<file path="src/rtl/bp_pkg.sv">
// Shared helpers for the branch-history-table predictor: counter reset value,
// saturating counter arithmetic and PC index extraction.
package bp_pkg;

  // Widest counter and PC the helpers accept; callers cast to their real width.
  localparam int unsigned CTR_MAX_W = 8;
  localparam int unsigned PC_MAX_W  = 32;

  typedef logic [CTR_MAX_W-1:0] ctr_word_t;
  typedef logic [PC_MAX_W-1:0]  pc_word_t;

  // Weakly not-taken: MSB clear, every other bit set.
  function automatic ctr_word_t ctr_reset_val(input int unsigned ctr_w);
    return ctr_word_t'((32'd1 << (ctr_w - 1)) - 32'd1);
  endfunction

  function automatic ctr_word_t ctr_max_val(input int unsigned ctr_w);
    return ctr_word_t'((32'd1 << ctr_w) - 32'd1);
  endfunction

  function automatic ctr_word_t sat_inc(input ctr_word_t v, input int unsigned ctr_w);
    return (v >= ctr_max_val(ctr_w)) ? v : v + ctr_word_t'(1);
  endfunction

  function automatic ctr_word_t sat_dec(input ctr_word_t v);
    return (v == '0) ? v : v - ctr_word_t'(1);
  endfunction

  function automatic int unsigned pc_index(input pc_word_t pc, input int unsigned lsb,
                                           input int unsigned idx_w);
    pc_word_t mask;
    mask = (pc_word_t'(1) << idx_w) - pc_word_t'(1);
    return int'((pc >> lsb) & mask);
  endfunction

endpackage

</file>
<file path="src/rtl/bp_sat_counter.sv">
// One CTR_W-bit saturating direction counter; resets to weakly not-taken.
module bp_sat_counter
  import bp_pkg::*;
#(
  parameter int unsigned CTR_W = 2
) (
  input  logic             clk_i,
  input  logic             rst_ni,
  input  logic             upd_en_i,
  input  logic             taken_i,
  output logic [CTR_W-1:0] count_o
);

  logic [CTR_W-1:0] count_q;
  logic [CTR_W-1:0] count_d;

  always_comb begin
    count_d = count_q;
    if (upd_en_i) begin
      if (taken_i) begin
        count_d = CTR_W'(sat_inc(ctr_word_t'(count_q), CTR_W));
      end else begin
        count_d = CTR_W'(sat_dec(ctr_word_t'(count_q)));
      end
    end
  end

  always_ff @(posedge clk_i) begin
    if (!rst_ni) begin
      count_q <= CTR_W'(ctr_reset_val(CTR_W));
    end else begin
      count_q <= count_d;
    end
  end

  assign count_o = count_q;

endmodule

</file>
<file path="src/rtl/branch_predictor_bht.sv">
// Branch-history-table predictor with registered one-cycle lookup.
// Define BP_BTB_EN to add the tagged target buffer.
module branch_predictor_bht
  import bp_pkg::*;
#(
  parameter int unsigned ADDR_W    = 16,
  parameter int unsigned ENTRIES   = 16,
  parameter int unsigned CTR_W     = 2,
  parameter int unsigned INDEX_LSB = 0
) (
  input  logic              clk,
  input  logic              reset,
  input  logic              lookup_valid,
  input  logic [ADDR_W-1:0] lookup_pc,
  output logic              pred_valid,
  output logic              predict_taken,
  output logic [CTR_W-1:0]  present_state,
  output logic [ADDR_W-1:0] predict_target,
  output logic              btb_hit,
  input  logic              upd_valid,
  input  logic [ADDR_W-1:0] upd_pc,
  input  logic              upd_taken,
  input  logic [ADDR_W-1:0] upd_target,
  input  logic              upd_mispredict,
  output logic [15:0]       mispredict_cnt
);

  localparam int unsigned IDX_W = $clog2(ENTRIES);

  // lookup_valid and upd_valid are single-cycle strobes with no back-pressure:
  // one lookup and one update are accepted every cycle, and pred_valid is
  // lookup_valid delayed by exactly one cycle.

  logic [IDX_W-1:0] lk_idx;
  logic [IDX_W-1:0] up_idx;
  logic [CTR_W-1:0] ctr_val [ENTRIES];
  logic [CTR_W-1:0] lk_ctr;
  logic             lk_taken;
  logic             lk_hit;
  logic [ADDR_W-1:0] lk_tgt;

  assign lk_idx = IDX_W'(pc_index(pc_word_t'(lookup_pc), INDEX_LSB, IDX_W));
  assign up_idx = IDX_W'(pc_index(pc_word_t'(upd_pc), INDEX_LSB, IDX_W));

  genvar g;
  generate
    for (g = 0; g < ENTRIES; g++) begin : g_ctr
      logic upd_en;
      assign upd_en = upd_valid && (up_idx == IDX_W'(g));
      bp_sat_counter #(
        .CTR_W(CTR_W)
      ) u_ctr (
        .clk_i   (clk),
        .rst_ni  (reset),
        .upd_en_i(upd_en),
        .taken_i (upd_taken),
        .count_o (ctr_val[g])
      );
    end
  endgenerate

  // Read-before-write: a same-cycle update lands at the edge, so the lookup
  // captures the old counter value with no bypass.
  assign lk_ctr = ctr_val[lk_idx];

`ifdef BP_BTB_EN
  localparam int unsigned TAG_W = ADDR_W - IDX_W - INDEX_LSB;

  logic              btb_valid_q [ENTRIES];
  logic [TAG_W-1:0]  btb_tag_q   [ENTRIES];
  logic [ADDR_W-1:0] btb_tgt_q   [ENTRIES];
  logic [TAG_W-1:0]  lk_tag;
  logic [TAG_W-1:0]  up_tag;

  assign lk_tag = lookup_pc[ADDR_W-1 -: TAG_W];
  assign up_tag = upd_pc[ADDR_W-1 -: TAG_W];

  always_ff @(posedge clk) begin
    if (!reset) begin
      for (int e = 0; e < int'(ENTRIES); e++) begin
        btb_valid_q[e] <= 1'b0;
      end
    end else if (upd_valid && upd_taken) begin
      btb_valid_q[up_idx] <= 1'b1;
    end
  end

  // Tag and target need no reset; they are qualified by the valid bit.
  always_ff @(posedge clk) begin
    if (reset && upd_valid && upd_taken) begin
      btb_tag_q[up_idx] <= up_tag;
      btb_tgt_q[up_idx] <= upd_target;
    end
  end

  assign lk_hit   = btb_valid_q[lk_idx] && (btb_tag_q[lk_idx] == lk_tag);
  assign lk_taken = lk_hit && lk_ctr[CTR_W-1];
  assign lk_tgt   = lk_hit ? btb_tgt_q[lk_idx] : '0;
`else
  assign lk_hit   = 1'b0;
  assign lk_taken = lk_ctr[CTR_W-1];
  assign lk_tgt   = '0;
`endif

  // PC bits outside the index (and the target in the default build) may be unused.
  logic unused_pc_bits;
  assign unused_pc_bits = ^{lookup_pc, upd_pc, upd_target};

  logic              pred_valid_q;
  logic              taken_q;
  logic [CTR_W-1:0]  state_q;
  logic [ADDR_W-1:0] tgt_q;
  logic              hit_q;
  logic [15:0]       mis_cnt_q;
  logic [15:0]       mis_cnt_d;

  always_ff @(posedge clk) begin
    if (!reset) begin
      pred_valid_q <= 1'b0;
      taken_q      <= 1'b0;
      state_q      <= CTR_W'(ctr_reset_val(CTR_W));
      tgt_q        <= '0;
      hit_q        <= 1'b0;
    end else begin
      pred_valid_q <= lookup_valid;
      if (lookup_valid) begin
        taken_q <= lk_taken;
        state_q <= lk_ctr;
        tgt_q   <= lk_tgt;
        hit_q   <= lk_hit;
      end
    end
  end

  always_comb begin
    mis_cnt_d = mis_cnt_q;
    if (upd_valid && upd_mispredict && (mis_cnt_q != 16'hFFFF)) begin
      mis_cnt_d = mis_cnt_q + 16'd1;
    end
  end

  always_ff @(posedge clk) begin
    if (!reset) begin
      mis_cnt_q <= '0;
    end else begin
      mis_cnt_q <= mis_cnt_d;
    end
  end

  assign pred_valid     = pred_valid_q;
  assign predict_taken  = taken_q;
  assign present_state  = state_q;
  assign predict_target = tgt_q;
  assign btb_hit        = hit_q;
  assign mispredict_cnt = mis_cnt_q;

endmodule

</file>
<file path="config.mk">
export PLATFORM = sky130hd
export DESIGN_NAME = branch_predictor_bht
export DESIGN_NICKNAME = d
export VERILOG_FILES = /design/src/rtl/bp_pkg.sv /design/src/rtl/bp_sat_counter.sv /design/src/rtl/branch_predictor_bht.sv
export SDC_FILE = /design/constraint.sdc
export NUM_CORES = 1
export LEC_CHECK = 0
export CAP_MARGIN = 0
export CORE_ASPECT_RATIO = 1.1
export CORE_MARGIN = 3
export CORE_UTILIZATION = 48
export DETAILED_ROUTE_END_ITERATION = 16
export GPL_TIMING_DRIVEN = 0
export HOLD_SLACK_MARGIN = 0.1
export PLACE_DENSITY_LB_ADDON = 0.08
export SYNTH_ARGS = -nofsm -noshare
export SYNTH_HDL_FRONTEND = slang
export SYNTH_SLANG_ARGS = --single-unit
</file>
<file path="constraint.sdc">
create_clock -name clk -period 2.4 [get_ports clk]
set_input_delay 0.36 -clock clk [delete_from_list [all_inputs] [get_ports clk]]
set_output_delay 0.36 -clock clk [all_outputs]
set_load 0.005 [all_outputs]
</file>
== Yosys cells after proc, flatten, opt, wreduce, memory -nomap -nowiden ==
Cells that the tools add are included.
Word-level totals
  bits in registers: 52
  latch bits: 0
  bits in writable memories: 0
  memory bits (read-only): 0
  bits of input ports: 54
  word-level logic and storage cells: 221
  memories: 0
Operators by class
  $add $sub $neg: 33
  multipliers: 0
  div/mod/pow operators: 0
  $lt $le $gt $ge: 17
  equal/unequal tests: 48
  shift-type cells: 0
  mux-type cells: 51
  bitwise gates (word level): 1
  reduce and logical (&&, ||, !) cells: 51
Operators with widths (number)
  two-way mux 2 bit: 50
  != test 2 bit, second input constant: 32
  AND reduction 3 bit: 16
  adder 2 x 1 -> 2 bit, second input constant: 16
  equality test 4 bit, second input constant: 8
  >= comparator 2 bit, second input constant: 16
  zero test 2 bit: 16
  subtractor 2 x 1 -> 2 bit, second input constant: 16
  logical AND 1 bit: 18
  adder 16 x 1 -> 16 bit, second input constant: 1
  equality test 4 x 3 -> 1 bit, second input constant: 4
  != test 16 bit, second input constant: 1
  binary-select mux 2 bit (select 4 bit): 1
  equality test 4 x 2 -> 1 bit, second input constant: 2
  >= comparator 5 bit, second input constant: 1
  inverter 4 -> 5 bit: 1
  equality test 4 x 1 -> 1 bit, second input constant: 1
  zero test 4 bit: 1

== Depth between registers and ports, before layout ==
  word-level depth: 4
  mapped depth: 6
  depth with buffers taken out: 5

== Modules after synthesis ==
Synthesis repeated with hierarchy kept, for this count alone.
Unflattened totals
  cells, all modules: 388
  area, all modules: 3019.1 µm²
Modules (own cells, without submodules)
  bp_sat_counter: instances 16, cells an instance 13, area each 96.3 µm², sequential area each 40.0 µm²
  branch_predictor_bht: instances 1, cells an instance 180, area each 1477.7 µm², sequential area each 380.4 µm²

== Worst setup path after synthesis ==
OpenSTA, ideal clock, no wires.
  kind: register -> register
  start: reg mis_cnt_q[0], in the netlist mispredict_cnt[0]
  end: reg mis_cnt_q[8], in the netlist mispredict_cnt[8]
  library setup time: 0.070 ns
  data arrival time: 1.663 ns
  data required time: 2.330 ns
  path slack: 0.667 ns
  cell stages (with the launch flop): 6
  cell sequence: dfxtp_1 ha_1 nand2_1 or2_2 or4_1 a21oi_1
On the way
  cells in the longest elaborated chain, start to end: 2
Ends and longest elaborated chain
  start, declared: line branch_predictor_bht.sv:114  | logic [15:0] mis_cnt_q;
  start signal, assigned: line branch_predictor_bht.sv:146  | mis_cnt_q <= mis_cnt_d;
  branches (longest 2 deep; another with adder 16 x 1 -> 16 bit)
Several ways; the timed one is not identified.
A chain may end at the register's enable or synchronous reset.

== Worst setup path in the final report ==
  start: in upd_valid
  end: reg g_ctr[8].u_ctr.count_q[0]
On the way
  cells in the longest elaborated chain, start to end: 2
Ends and longest elaborated chain
  start, declared: line branch_predictor_bht.sv:20  | input logic upd_valid,
  logical AND 1 bit: line branch_predictor_bht.sv:49  | assign upd_en = upd_valid && (up_idx == IDX_W'(g));
  AND reduction 3 bit (no line)
  end signal, assigned: line bp_sat_counter.sv:30  | count_q <= CTR_W'(ctr_reset_val(CTR_W));
  end signal, assigned: line bp_sat_counter.sv:32  | count_q <= count_d;
  end, declared: line bp_sat_counter.sv:14  | logic [CTR_W-1:0] count_q;
Every way passes these cells.

==> out/results.txt <==
The flow ran to the end, and the final reports show no timing, DRC or antenna violations. After global routing the overflow that remains totals 0. Counting flops with a built-in enable in the synthesized netlist gives 0. The clock slew at the register clock pins of the worst setup and hold paths works out to 100 ps. Summed over all cells, the static leakage comes to 1.39 nW.

The top fanout value on the critical path is 10. The number of gates resized after CTS was 0. The cell accounting for the most synthesized area was dfxtp_1.

The worst setup path is captured at a flop. The total global routing track utilization was 0.236. The count of cells along the worst hold path is 2, and the required time at the endpoint of the critical path is 2570 ps. Measured along the y axis, the die boundary spans 89.9 microns. For the worst clock skew on the final layout, the log shows 7.30 ps. Once routing completed, OpenROAD measured the worst setup slack at 274 ps. The number of storage elements in the synthesis netlist came out at 51. The worst min-delay path endpoint is g_ctr[0].u_ctr.count_o[1]$_SDFFE_PN0P_. For the pin with the worst max-slew slack, the measured transition is 610 ps. From left edge to right edge, the die measures 82.3 microns. The logs give 384 for the cell count after synthesis and 310 ps for the source-to-sink clock delay at the later pin of the worst-skew pair. The critical path is of the input pin to flop type.

The initial core utilization was 0.513. The tools report the number of CTS-inserted buffers as 5. In this run the remaining antenna-violating nets after routing total 0. Setup violations remaining at the end of the flow were counted as 0. The first-pass GRT wire length was 13700 microns. Critical hold path startpoint: g_ctr[0].u_ctr.count_o[1]$_SDFFE_PN0P_. Final core area utilization: 0.607. Setup repair after global routing left no endpoint under its margin. The die covers 0.00739 sq mm. The weighted congestion at the end of routability-driven global placement was 0.861. The tools report the data arrival time of the critical path as 2300 ps. Number of max-slew violations in the final report: 0. The worst register-to-register path begins at mispredict_cnt[0]$_SDFFE_PN0P_.

End of the worst register-to-register path: mispredict_cnt[8]$_SDFFE_PN0P_. The count of filler cells inserted in the layout was 582; the core region area was 0.00599 sq mm. The cell area that synthesis handed to floorplanning was 0.00307 sq mm. At the placement stage, the worst setup path has a slack of -65.8 ps. After detailed routing, the total wire length is 8510 microns.

Counting I/O delays and the setup requirement, the final critical path takes 2130 ps. In this run the worst hold path is classified as flop to flop. Highest metal layer with signal wires: met4. Detailed-router iteration count before antenna repair: 5.

The clock tree synthesis step divided the H-tree into 2 levels. Counting every sink on the clock net gives 51. The yosys synthesis warning count is 0, and the total setup buffers inserted after CTS is 0. The routed design uses 4200 microns of met2 wire.

For the number of remaining DRC errors, the log shows 0. The run gives 0.00363 sq mm as the final cell area excluding filler cells. For the maximum ir drop on the vdd rail, the log shows 279 uV. The number of antenna violations at the first check in global routing is 0.

In this run, post-CTS hold repair placed 0 buffers. The multi-input combinational cells in the finished layout cover a total of 0.00184 sq mm. The area share of the largest cell type after synthesis is 0.333, and the sequential element share of the synthesized area is 0.333.

Once layout is complete, the cells apart from fillers number 517. Dividing the synthesized area by the synthesized cell count gives 8.00 sq um. The fraction of final layout cells with drive strength greater than 1 works out to 0.0886. The logs give 3630 microns for the wire length the detailed router placed on met1 and 0 for the final count of hold timing violations.

91 I/O pins were placed. The final net count is 494. The cell sitting at the root of the clock tree is a clkbuf_8. Among all cell types in the netlist, the one instantiated most often is dfxtp_1.

Including well taps, the total number of placed cells is 509. Power spread over the standard cell area amounts to 496 mW/mm^2. Max-cap violations in this run came to 0. Detailed routing inserted a total of 3067 vias. The tools report the total inserted antenna cells as 0. In the synthesized netlist, the cells that appear most often are 51 x dfxtp_1, 35 x nand2_1, 33 x o21ai_0. The area of all sequential standard cells is 0.00102 sq mm, and the cell count of the worst reg-to-reg path is 5. TritonCTS built the clock tree.

The fraction of synthesis flops using an asynchronous set or reset pin works out to 0. STA classifies the critical path startpoint as an input pin. In the synthesized netlist the dominant register cell turns out to be dfxtp_1. The HPWL after detailed placement is 6240 microns. In this run the tool buffered the top-level ports with 32 buffer cells. The floorplan has 29 rows. The logs give 470 MHz for the highest achievable clock rate and 2 for the number of buffers on the longest clock path. The placed instances occupy a cell area of 0.00355 sq mm. The part of the cycle the worst path needs is 0.886, and the via count of the first global-routing pass is 2655.

The netlist uses 50 different library cells. Entering global routing, the biggest net connects 16 pins. Post-synthesis to final-layout area growth: 18.3%. The average detailed-routed wire length per instance came out at 16.5 microns. After synthesis, the cell types taking the most area are dfxtp_1 33%, o21ai_0 5.4%, mux2i_1 5.2%.

The relative slew slack is 0.593, and the number of design-rule violations left by the first detailed-router iteration is 177. The mean number of vias per cell was 5.93; the wire length on met3 was 579 microns. Worst reg-to-reg setup slack: 500 ps.
[kinds of logic (layout without fill, tap and decap cells)]
family,count (synthesis),in the layout,synth area share
buffers and inverters,52,92,0.0872
adders and majority gates,1,1,0.00407
AOI/OAI and AO/OA,118,118,0.240
DFF,51,51,0.333
other,1,17,0.00122
muxes,21,21,0.0815
and+or+nand+nor,140,140,0.253
[registers in the layout (all words and copies together) (netlist names)]
name,cells
g_ctr.u_ctr.count_o,32
mispredict_cnt,16
pred_valid,1
predict_taken,1
present_state,1
[worst max-delay path: stages]
cell,delay (ps)
clkdlybuf4s50_1,490
buf_2,220
nor3b_1,500
buf_2,300
nand2_1,100
o21ai_0,180
o311ai_0,130
[cell type report]
class,count,share of cell area
well taps,77,0.0265
repair buffers,32,0.0882
multi-input cells,297,0.507
clock buffers,6,0.0200
inverters,10,0.0103
clock inverters,2,0.00344
plain buffers,42,0.0634
flip-flops and latches,51,0.281
[metal layers]
metal | vias up | global-route usage
met2 | 124 | 0.376
met5 | - | 0
met1 | 1433 | 0.326
li1 | 1500 | -
met3 | 10 | 0.0350
met4 | 0 | 0.0637
[power by group]
group / leakage, nW / total (W) / internal [W] / switching, W
Clock: 0.0412 / 0.000515 / 0.000205 / 0.000310
Sequential: 0.415 / 0.000962 / 0.000901 / 0.0000609
Combinational: 0.937 / 0.000326 / 0.000151 / 0.000175
Total: 1.39 / 0.00180 / 0.00126 / 0.000546
[per-stage QoR]
stage | total power [W] | TNS, ps | hold WS [ps]
after floorplan | 0.00118 | 0 | 456
after global placement | 0.00129 | -6.10 | 482
after detailed placement | 0.00130 | -111 | 481
after CTS | 0.00179 | 0 | 497
after global routing | 0.00188 | 0 | 523
final | 0.00180 | 0 | 499
[cells in the final DEF (no fill, tap or decap), types with 4 or more instances in the layout]
cell type,instances
and3_1,19
nand2b_1,5
nand3_1,6
nor3_1,7
buf_4,18
conb_1,17
o311ai_0,5
clkbuf_8,5
nand3b_1,4
dfxtp_1,51
o2111ai_1,4
and2_1,7
clkdlybuf4s50_1,32
clkbuf_1,21
inv_1,10
a21oi_1,28
o31ai_1,12
a211oi_1,5
a31oi_1,13
o21ai_0,33
mux2i_1,16
nand2_1,35
nor2b_1,6
nor2_1,28
[worst max path at each step]
| stage | slack (ps) | from | to | cells after the start |
|---|---|---|---|---|
| finish | 270 | upd_valid | g_ctr[8].u_ctr.count_o[0]$_SDFFE_PN1P_ | 7 |
| global route | 120 | upd_valid | g_ctr[8].u_ctr.count_o[0]$_SDFFE_PN1P_ | 7 |
| CTS | 280 | upd_valid | g_ctr[8].u_ctr.count_o[0]$_SDFFE_PN1P_ | 7 |
| detailed placement | -70 | upd_valid | g_ctr[8].u_ctr.count_o[0]$_SDFFE_PN1P_ | 7 |
| global placement | -6 | upd_valid | g_ctr[8].u_ctr.count_o[0]$_SDFFE_PN1P_ | 7 |
| floorplan | 670 | mispredict_cnt[0]$_SDFFE_PN0P_ | mispredict_cnt[8]$_SDFFE_PN0P_ | 5 |
Note: power is estimated with default switching activity, not from simulation.
